## src/rtl/ip_hdr_assembler_pkg.sv

```systemverilog
// Shared types and widths for the IP header assembler frontend.
// The interface width macros are defined here when no outer include has set them.

`ifndef IP_ADDR_W
`define IP_ADDR_W 32
`endif
`ifndef TOT_LEN_W
`define TOT_LEN_W 16
`endif
`ifndef PROTOCOL_W
`define PROTOCOL_W 8
`endif
`ifndef MAC_INTERFACE_W
`define MAC_INTERFACE_W 64
`endif
`ifndef MAC_PADBYTES_W
`define MAC_PADBYTES_W 3
`endif

package ip_hdr_assembler_pkg;

    localparam int IP_ADDR_W       = `IP_ADDR_W;
    localparam int TOT_LEN_W       = `TOT_LEN_W;
    localparam int PROTOCOL_W      = `PROTOCOL_W;
    localparam int MAC_INTERFACE_W = `MAC_INTERFACE_W;
    localparam int MAC_PADBYTES_W  = `MAC_PADBYTES_W;

    // Per-packet tracking data carried alongside the header request.
    typedef struct packed {
        logic [31:0] tx_cycle;
        logic [31:0] pkt_seq;
    } tracker_stats_struct;

    localparam int TRACKER_STATS_W = $bits(tracker_stats_struct);

    // Packet-granular arbiter states.
    typedef enum logic [1:0] {
        IDLE = 2'd0,
        REQ  = 2'd1,
        DATA = 2'd2
    } arb_state_e;

    // One header request as seen on the assembler request channel.
    typedef struct packed {
        logic [IP_ADDR_W-1:0]  src_ip;
        logic [IP_ADDR_W-1:0]  dst_ip;
        logic [TOT_LEN_W-1:0]  payload_len;
        logic [PROTOCOL_W-1:0] protocol;
        tracker_stats_struct   timestamp;
    } ip_assembler_req_struct;

    localparam int IP_ASSEMBLER_REQ_STRUCT_W = $bits(ip_assembler_req_struct);

endpackage

```

## src/rtl/ip_hdr_assembler_arb_rr_pick.sv

```systemverilog
// Combinational round-robin priority picker.
// Searches upward from the entry after last_grant, wrapping, and returns the
// first requester found. The most recent grant therefore has lowest priority.

module ip_hdr_assembler_arb_rr_pick #(
    parameter int NUM_SRCS = 4,
    parameter int SRC_W    = $clog2(NUM_SRCS)
) (
    input  logic [NUM_SRCS-1:0] req,
    input  logic [SRC_W-1:0]    last_grant,
    output logic [SRC_W-1:0]    winner,
    output logic                any
);

    // Scan candidates last_grant+1 .. last_grant+NUM_SRCS (mod NUM_SRCS).
    always_comb begin
        logic [SRC_W-1:0] idx;
        int               cand;
        winner = '0;
        any    = 1'b0;
        idx    = '0;
        cand   = 0;
        for (int i = 1; i <= NUM_SRCS; i++) begin
            cand = (int'(last_grant) + i) % NUM_SRCS;
            idx  = SRC_W'(cand);
            if (!any && req[idx]) begin
                winner = idx;
                any    = 1'b1;
            end
        end
    end

endmodule

```

## src/rtl/ip_hdr_assembler_arb.sv

```systemverilog
// Packet-granular round-robin arbiter sharing one header assembler between
// NUM_SRCS requesters (NUM_SRCS must be at least 2). A grant covers one
// request handshake followed by that source's data beats through last.
//
// state | meaning
// IDLE  | no grant held; pick the next requester round-robin
// REQ   | forwarding the granted source's header request
// DATA  | forwarding the granted source's data beats until last

module ip_hdr_assembler_arb
    import ip_hdr_assembler_pkg::*;
#(
    parameter int NUM_SRCS = 4,
    parameter int SRC_W    = $clog2(NUM_SRCS)
) (
    input  logic                                   clk,
    input  logic                                   rst,

    input  logic [NUM_SRCS-1:0]                    src_arb_req_val,
    input  logic [NUM_SRCS*`IP_ADDR_W-1:0]         src_arb_src_ip_addr,
    input  logic [NUM_SRCS*`IP_ADDR_W-1:0]         src_arb_dst_ip_addr,
    input  logic [NUM_SRCS*`TOT_LEN_W-1:0]         src_arb_data_payload_len,
    input  logic [NUM_SRCS*`PROTOCOL_W-1:0]        src_arb_protocol,
    input  logic [NUM_SRCS*TRACKER_STATS_W-1:0]    src_arb_timestamp,
    output logic [NUM_SRCS-1:0]                    arb_src_req_rdy,

    input  logic [NUM_SRCS-1:0]                    src_arb_data_val,
    input  logic [NUM_SRCS*`MAC_INTERFACE_W-1:0]   src_arb_data,
    input  logic [NUM_SRCS-1:0]                    src_arb_data_last,
    input  logic [NUM_SRCS*`MAC_PADBYTES_W-1:0]    src_arb_data_padbytes,
    output logic [NUM_SRCS-1:0]                    arb_src_data_rdy,

    output logic                                   arb_assembler_req_val,
    output logic [`IP_ADDR_W-1:0]                  arb_assembler_src_ip_addr,
    output logic [`IP_ADDR_W-1:0]                  arb_assembler_dst_ip_addr,
    output logic [`TOT_LEN_W-1:0]                  arb_assembler_data_payload_len,
    output logic [`PROTOCOL_W-1:0]                 arb_assembler_protocol,
    output logic [TRACKER_STATS_W-1:0]             arb_assembler_timestamp,
    input  logic                                   assembler_arb_req_rdy,

    output logic                                   arb_assembler_data_val,
    output logic [`MAC_INTERFACE_W-1:0]            arb_assembler_data,
    output logic                                   arb_assembler_data_last,
    output logic [`MAC_PADBYTES_W-1:0]             arb_assembler_data_padbytes,
    input  logic                                   assembler_arb_data_rdy,

    output logic [SRC_W-1:0]                       arb_cur_src,
    output logic [31:0]                            arb_pkt_cnt
);

    arb_state_e                 state_q, state_d;
    logic [SRC_W-1:0]           grant_idx_q, grant_idx_d;
    logic [SRC_W-1:0]           last_grant_q, last_grant_d;
    logic [31:0]                pkt_cnt_q, pkt_cnt_d;

    logic [SRC_W-1:0]           pick_winner;
    logic                       pick_any;

    ip_assembler_req_struct     req_arr  [NUM_SRCS];
    logic [`MAC_INTERFACE_W-1:0] data_arr [NUM_SRCS];
    logic [`MAC_PADBYTES_W-1:0] pad_arr  [NUM_SRCS];
    ip_assembler_req_struct     sel_req;

    logic                       req_hs;
    logic                       last_hs;

    // Slice the flattened per-source buses; source i owns bits [(i+1)*W-1 : i*W].
    for (genvar i = 0; i < NUM_SRCS; i++) begin : g_unpack
        assign req_arr[i] = {
            src_arb_src_ip_addr     [i*IP_ADDR_W       +: IP_ADDR_W],
            src_arb_dst_ip_addr     [i*IP_ADDR_W       +: IP_ADDR_W],
            src_arb_data_payload_len[i*TOT_LEN_W       +: TOT_LEN_W],
            src_arb_protocol        [i*PROTOCOL_W      +: PROTOCOL_W],
            src_arb_timestamp       [i*TRACKER_STATS_W +: TRACKER_STATS_W]
        };
        assign data_arr[i] = src_arb_data         [i*MAC_INTERFACE_W +: MAC_INTERFACE_W];
        assign pad_arr[i]  = src_arb_data_padbytes[i*MAC_PADBYTES_W  +: MAC_PADBYTES_W];
    end

    ip_hdr_assembler_arb_rr_pick #(
        .NUM_SRCS (NUM_SRCS),
        .SRC_W    (SRC_W)
    ) u_rr_pick (
        .req        (src_arb_req_val),
        .last_grant (last_grant_q),
        .winner     (pick_winner),
        .any        (pick_any)
    );

    // Payload muxes follow the registered grant regardless of state; only the
    // valid/ready qualifiers below depend on the state.
    assign sel_req                        = req_arr[grant_idx_q];
    assign arb_assembler_src_ip_addr      = sel_req.src_ip;
    assign arb_assembler_dst_ip_addr      = sel_req.dst_ip;
    assign arb_assembler_data_payload_len = sel_req.payload_len;
    assign arb_assembler_protocol         = sel_req.protocol;
    assign arb_assembler_timestamp        = sel_req.timestamp;
    assign arb_assembler_data             = data_arr[grant_idx_q];
    assign arb_assembler_data_last        = src_arb_data_last[grant_idx_q];
    assign arb_assembler_data_padbytes    = pad_arr[grant_idx_q];

    assign arb_cur_src = grant_idx_q;
    assign arb_pkt_cnt = pkt_cnt_q;

    assign req_hs  = (state_q == REQ) && src_arb_req_val[grant_idx_q] && assembler_arb_req_rdy;
    assign last_hs = (state_q == DATA) && src_arb_data_val[grant_idx_q]
                     && assembler_arb_data_rdy && src_arb_data_last[grant_idx_q];

    // Valid and ready pass-through, gated by state and the granted source.
    always_comb begin
        arb_assembler_req_val  = 1'b0;
        arb_assembler_data_val = 1'b0;
        arb_src_req_rdy        = '0;
        arb_src_data_rdy       = '0;
        case (state_q)
            REQ: begin
                arb_assembler_req_val        = src_arb_req_val[grant_idx_q];
                arb_src_req_rdy[grant_idx_q] = assembler_arb_req_rdy;
            end
            DATA: begin
                arb_assembler_data_val        = src_arb_data_val[grant_idx_q];
                arb_src_data_rdy[grant_idx_q] = assembler_arb_data_rdy;
            end
            default: ;
        endcase
    end

    // Next-state: arbitrate in IDLE, hold the grant until the last-beat handshake.
    always_comb begin
        state_d      = state_q;
        grant_idx_d  = grant_idx_q;
        last_grant_d = last_grant_q;
        pkt_cnt_d    = pkt_cnt_q;
        case (state_q)
            IDLE: begin
                if (pick_any) begin
                    grant_idx_d = pick_winner;
                    state_d     = REQ;
                end
            end
            REQ: begin
                // A source that drops val here simply stalls its own grant.
                if (req_hs) begin
                    state_d = DATA;
                end
            end
            DATA: begin
                if (last_hs) begin
                    last_grant_d = grant_idx_q;
                    pkt_cnt_d    = pkt_cnt_q + 32'd1;
                    state_d      = IDLE;
                end
            end
            default: begin
                state_d = IDLE;
            end
        endcase
    end

    // State registers with synchronous active-low reset.
    always_ff @(posedge clk) begin
        if (!rst) begin
            state_q      <= IDLE;
            grant_idx_q  <= '0;
            last_grant_q <= SRC_W'(NUM_SRCS - 1);
            pkt_cnt_q    <= '0;
        end else begin
            state_q      <= state_d;
            grant_idx_q  <= grant_idx_d;
            last_grant_q <= last_grant_d;
            pkt_cnt_q    <= pkt_cnt_d;
        end
    end

endmodule

```

## config.mk

```make
export PLATFORM = sky130hd
export DESIGN_NAME = ip_hdr_assembler_arb
export DESIGN_NICKNAME = d
export VERILOG_FILES = /design/src/rtl/ip_hdr_assembler_pkg.sv /design/src/rtl/ip_hdr_assembler_arb_rr_pick.sv /design/src/rtl/ip_hdr_assembler_arb.sv
export SDC_FILE = /design/constraint.sdc
export NUM_CORES = 1
export LEC_CHECK = 0
export ABC_CLOCK_PERIOD_IN_PS = 7600
export BUFFER_PORTS_ARGS = -buffer_cell sky130_fd_sc_hd__buf_2
export CAP_MARGIN = 15
export CORE_AREA = 2 2 454 456
export CTS_CLUSTER_DIAMETER = 200
export DETAILED_ROUTE_END_ITERATION = 8
export DIE_AREA = 0 0 456 458
export SLEW_MARGIN = 30
export SYNTH_ARGS = -nofsm -noshare
export SYNTH_HDL_FRONTEND = slang
export SYNTH_HIERARCHICAL = 1
export SYNTH_SLANG_ARGS = --single-unit
```

## constraint.sdc

```tcl
create_clock -name clk -period 7.6 [get_ports clk]
set_clock_uncertainty 0.15 [all_clocks]
set_input_delay 1.14 -clock clk [delete_from_list [all_inputs] [get_ports clk]]
set_output_delay 1.14 -clock clk [all_outputs]
set_load 0.02 [all_outputs]
```

==> results.py <==
metrics = {
    "global_routing": {
        "track_usage_pct": 16.3,
        "global_route_wire_length_before_repair_um": 204000,
        "grt_start_max_net_pins": 112,
        "vias_in_the_first_global_route": 12200,
        "grt_antenna_before_repair": 165,
        "grt_overflow": 0,
    },
    "clock_tree": {
        "cts_hold_buf": 0,
        "root_buf_cell": "sky130_fd_sc_hd__clkbuf_16",
        "cts_resized": 0,
        "cts_buffer_depth": 2,
        "tritoncts_num_sinks": 38,
        "number_of_buffers_created_by_cts": 5,
        "clk_latency_ns": 0.30,
        "clkSlewWorstSetupHoldPaths_ns": 0.06,
        "cts_tree": "built",
        "maximum_level_of_the_cts_h_tree": 2,
        "post_cts.repair.setup_buffers": 0,
    },
    "layout": {
        "layout-area-overhead-vs-synth_pct": 133,
        "layout.area.seq_um2": 768,
        "nFillCells": 23900,
        "design.final.nets": 2506,
        "final_design_area_no_fill_um2": 16400,
        "multi_input_area_um2": 6060,
        "drive_above_1_share_pct": 86.9,
    },
    "timing": {
        "tightest_slew_ns": 1.05,
        "fin_crit_sh_pct": 56.0,
        "setup_slack_ns": 3.34,
        "relSlewSlack_pct": 30.2,
        "hold_viol": 0,
        "grt_setup_unrepaired": "no",
        "fmax_ghz": 0.235,
        "final-max-slew-violation-count": 0,
        "setup_violations": 0,
        "fin_crit_ns": 4.26,
        "fin_tns_setup_ns": 0,
    },
    "drt": {
        "totalWireLength_um": 177000,
        "drt_first_iter_violations": 955,
        "wire_per_inst_um": 40.7,
        "antenna_left": 0,
        "vias_per_cell": 2.83,
        "post-route-drc-count": 0,
        "drt_pre_antenna_iters": 5,
        "dr_total_vias": 12300,
    },
    "synthesis": {
        "count_of_flip_flops_with_a_built_in_enable_after_synthesis": 0,
        "ys_ff_latch": 38,
        "post_synth_instance_area_um2": 7070,
        "synth-main-ff-cell": "sky130_fd_sc_hd__dfxtp_1",
        "synth_cells": 500,
        "ys_seq_area_share_pct": 10.8,
        "yosysUniqueCellTypes": 38,
        "synth.avg_cell_area_um2": 14.1,
        "synth.yosys.warnings": 6,
        "postSynth.asyncResetShare_pct": 0,
        "syn-num-nets": 1393,
    },
    "place": {
        "port_buffers": 1155,
        "detailedPlace.worstSlack_ns": 3.53,
        "post_dp_cell_area_um2": 16100,
        "dp.final_hpwl_um": 167000,
        "globalplace.congestion": 1.12,
    },
    "run": {
        "maxcap_viol_count": 0,
    },
    "run_status": {
        "status": "complete, no violations",
    },
    "setup_path": {
        "critPathCaptureType": "primary output",
        "worst-setup-path-type": "reg -> out",
        "endpoint_of_the_lowest_slack_register_to_register_path": "arb_pkt_cnt[25]$_SDFFE_PN0P_",
        "cp_max_fo": 33,
        "critical_path_required_ns": 6.31,
        "rrSetupSlack_ns": 3.92,
        "reg2regPathDepth": 6,
        "element_type_at_the_critical_path_start": "flip-flop",
        "data_arrival_time_of_the_critical_path_ns": 2.97,
        "worst_r2r_startpoint": "arb_cur_src[1]$_SDFFE_PN0P_",
    },
    "die": {
        "initial_utilization_pct": 3.47,
        "die_ar_um2": 209000,
        "core_region_area_um2": 204000,
        "die_x_um": 456,
        "ios": 1156,
        "die_height_um": 458,
        "row_count": 166,
    },
    "pwr": {
        "power.density_cell_area_nw_per_um2": 116,
        "post-layout-total-power_mw": 1.90,
        "vdd_drop_max_uv": 68.1,
        "power_leakage_nw": 6.57,
    },
    "worst_hold_path": {
        "hold-path-cell-count": 2,
        "worst_hold_path.endpoint": "arb_pkt_cnt[31]$_SDFFE_PN0P_",
        "holdCritStartpoint": "arb_pkt_cnt[31]$_SDFFE_PN0P_",
        "min_path_type": "reg -> reg",
    },
}
==> cell type report <==
type                            instances  share of cell area [%]
Multi-Input combinational cell        399                    36.9
Timing Repair Buffer                 1165                    35.9
Tap cell                             2688                    20.5
Sequential cell                        38                    4.67
Clock buffer                            6                   0.845
Antenna cell                           50                   0.761
Clock inverter                          2                   0.365
Inverter                                4                  0.0914
==> report_power, final <==
group | leakage (nW) | internal (mW) | switching [mW]
clock | 0.0974 | 0.197 | 0.0959
combinational | 6.17 | 0.469 | 0.926
sequential | 0.308 | 0.201 | 0.0125
total | 6.57 | 0.867 | 1.03
==> registers in the layout, indices dropped and copies added, names as in the netlist <==
register,flops
state_q,2
last_grant_q,2
arb_cur_src,2
arb_pkt_cnt,32
==> routing by layer <==
layer | track usage [%] | wire length, µm | share of wire [%]
met1 | 16.5 | 59600 | 34
met2 | 28.4 | 86700 | 49
met3 | 6.82 | 18100 | 10
met4 | 8.64 | 12000 | 6.8
met5 | 0 | 683 | 0.39
==> layout by cell type, fill, tap and decap left out, types with 4 or more instances in the layout <==
cell type / Yosys / final
sky130_fd_sc_hd__mux4_2: 222 / 222
sky130_fd_sc_hd__or3_1: 9 / 9
sky130_fd_sc_hd__nor4_1: 4 / 4
sky130_fd_sc_hd__clkbuf_16: 0 / 5
sky130_fd_sc_hd__nand4_1: 7 / 7
sky130_fd_sc_hd__a21oi_1: 16 / 16
sky130_fd_sc_hd__nand2b_1: 6 / 6
sky130_fd_sc_hd__xnor2_1: 4 / 4
sky130_fd_sc_hd__o21ai_0: 9 / 9
sky130_fd_sc_hd__nand3_1: 13 / 13
sky130_fd_sc_hd__dfxtp_1: 38 / 36
sky130_fd_sc_hd__diode_2: 0 / 50
sky130_fd_sc_hd__buf_4: 1 / 7
sky130_fd_sc_hd__mux2i_1: 6 / 6
sky130_fd_sc_hd__xor2_1: 14 / 14
sky130_fd_sc_hd__nand2_1: 22 / 22
sky130_fd_sc_hd__buf_2: 2 / 1155
sky130_fd_sc_hd__nor2_1: 32 / 32
sky130_fd_sc_hd__nor3_1: 5 / 5
==> stage by stage <==
step / hold WS (ns) / std cells / utilization (%)
global placement: 0.325 / 4293 / 7.89
floorplan: 0.345 / 500 / -
detailed placement: 0.327 / 4294 / 7.91
finish: 0.342 / 4352 / 8.07
CTS: 0.337 / 4302 / 8.00
global route: 0.369 / 4333 / 8.04
==> logic make-up after synthesis <==
logic type	synth area share (%)
buffers and inverters	3.44
XOR/XNOR	2.23
AO/OA/AOI/OAI	2.53
multiplexers	71.6
adder cells (fa/ha/maj)	0.177
flip-flops	10.8
AND/OR/NAND/NOR	9.24
==> cell usage after synthesis (3+ instances only) <==
master,n,share of area [%]
sky130_fd_sc_hd__mux4_2,222,71
sky130_fd_sc_hd__dfxtp_1,38,11
sky130_fd_sc_hd__clkbuf_1,34,1.8
sky130_fd_sc_hd__nor2_1,32,1.7
sky130_fd_sc_hd__buf_1,22,1.2
sky130_fd_sc_hd__nand2_1,22,1.2
sky130_fd_sc_hd__a21oi_1,16,1.1
sky130_fd_sc_hd__xor2_1,14,1.7
sky130_fd_sc_hd__nand3_1,13,0.92
sky130_fd_sc_hd__o21ai_0,9,0.64
sky130_fd_sc_hd__or3_1,9,0.80
sky130_fd_sc_hd__nand4_1,7,0.62
sky130_fd_sc_hd__mux2i_1,6,0.85
sky130_fd_sc_hd__nand2b_1,6,0.53
sky130_fd_sc_hd__nor3_1,5,0.35
sky130_fd_sc_hd__nor4_1,4,0.35
sky130_fd_sc_hd__xnor2_1,4,0.50
sky130_fd_sc_hd__and3_1,3,0.27
sky130_fd_sc_hd__and3b_1,3,0.37
sky130_fd_sc_hd__and4_1,3,0.37
sky130_fd_sc_hd__inv_1,3,0.16
sky130_fd_sc_hd__nand3b_1,3,0.32
sky130_fd_sc_hd__or4_1,3,0.32
==> critical path, stage by stage (launching register included) <==
cell	delay, ns
sky130_fd_sc_hd__dfxtp_4	0.65
sky130_fd_sc_hd__buf_16	0.29
sky130_fd_sc_hd__buf_4	0.66
sky130_fd_sc_hd__mux4_2	0.76
sky130_fd_sc_hd__buf_2	0.23
==> worst max path at each step <==
stage | startpoint | to | slack, ns | cells past startpoint
finish | arb_cur_src[0]$_SDFFE_PN0P_ | arb_assembler_data_payload_len[7] | 3.34 | 4
global route | arb_cur_src[0]$_SDFFE_PN0P_ | arb_assembler_data_payload_len[7] | 3.12 | 4
CTS | arb_cur_src[0]$_SDFFE_PN0P_ | arb_assembler_data_payload_len[7] | 3.20 | 4
detailed placement | arb_cur_src[0]$_SDFFE_PN0P_ | arb_assembler_data_payload_len[7] | 3.53 | 4
global placement | arb_cur_src[0]$_SDFFE_PN0P_ | arb_assembler_data_payload_len[7] | 3.30 | 3
floorplan | arb_cur_src[0]$_SDFFE_PN0P_ | arb_assembler_data[33] | 3.92 | 5
(Power assumes the default switching activity.)
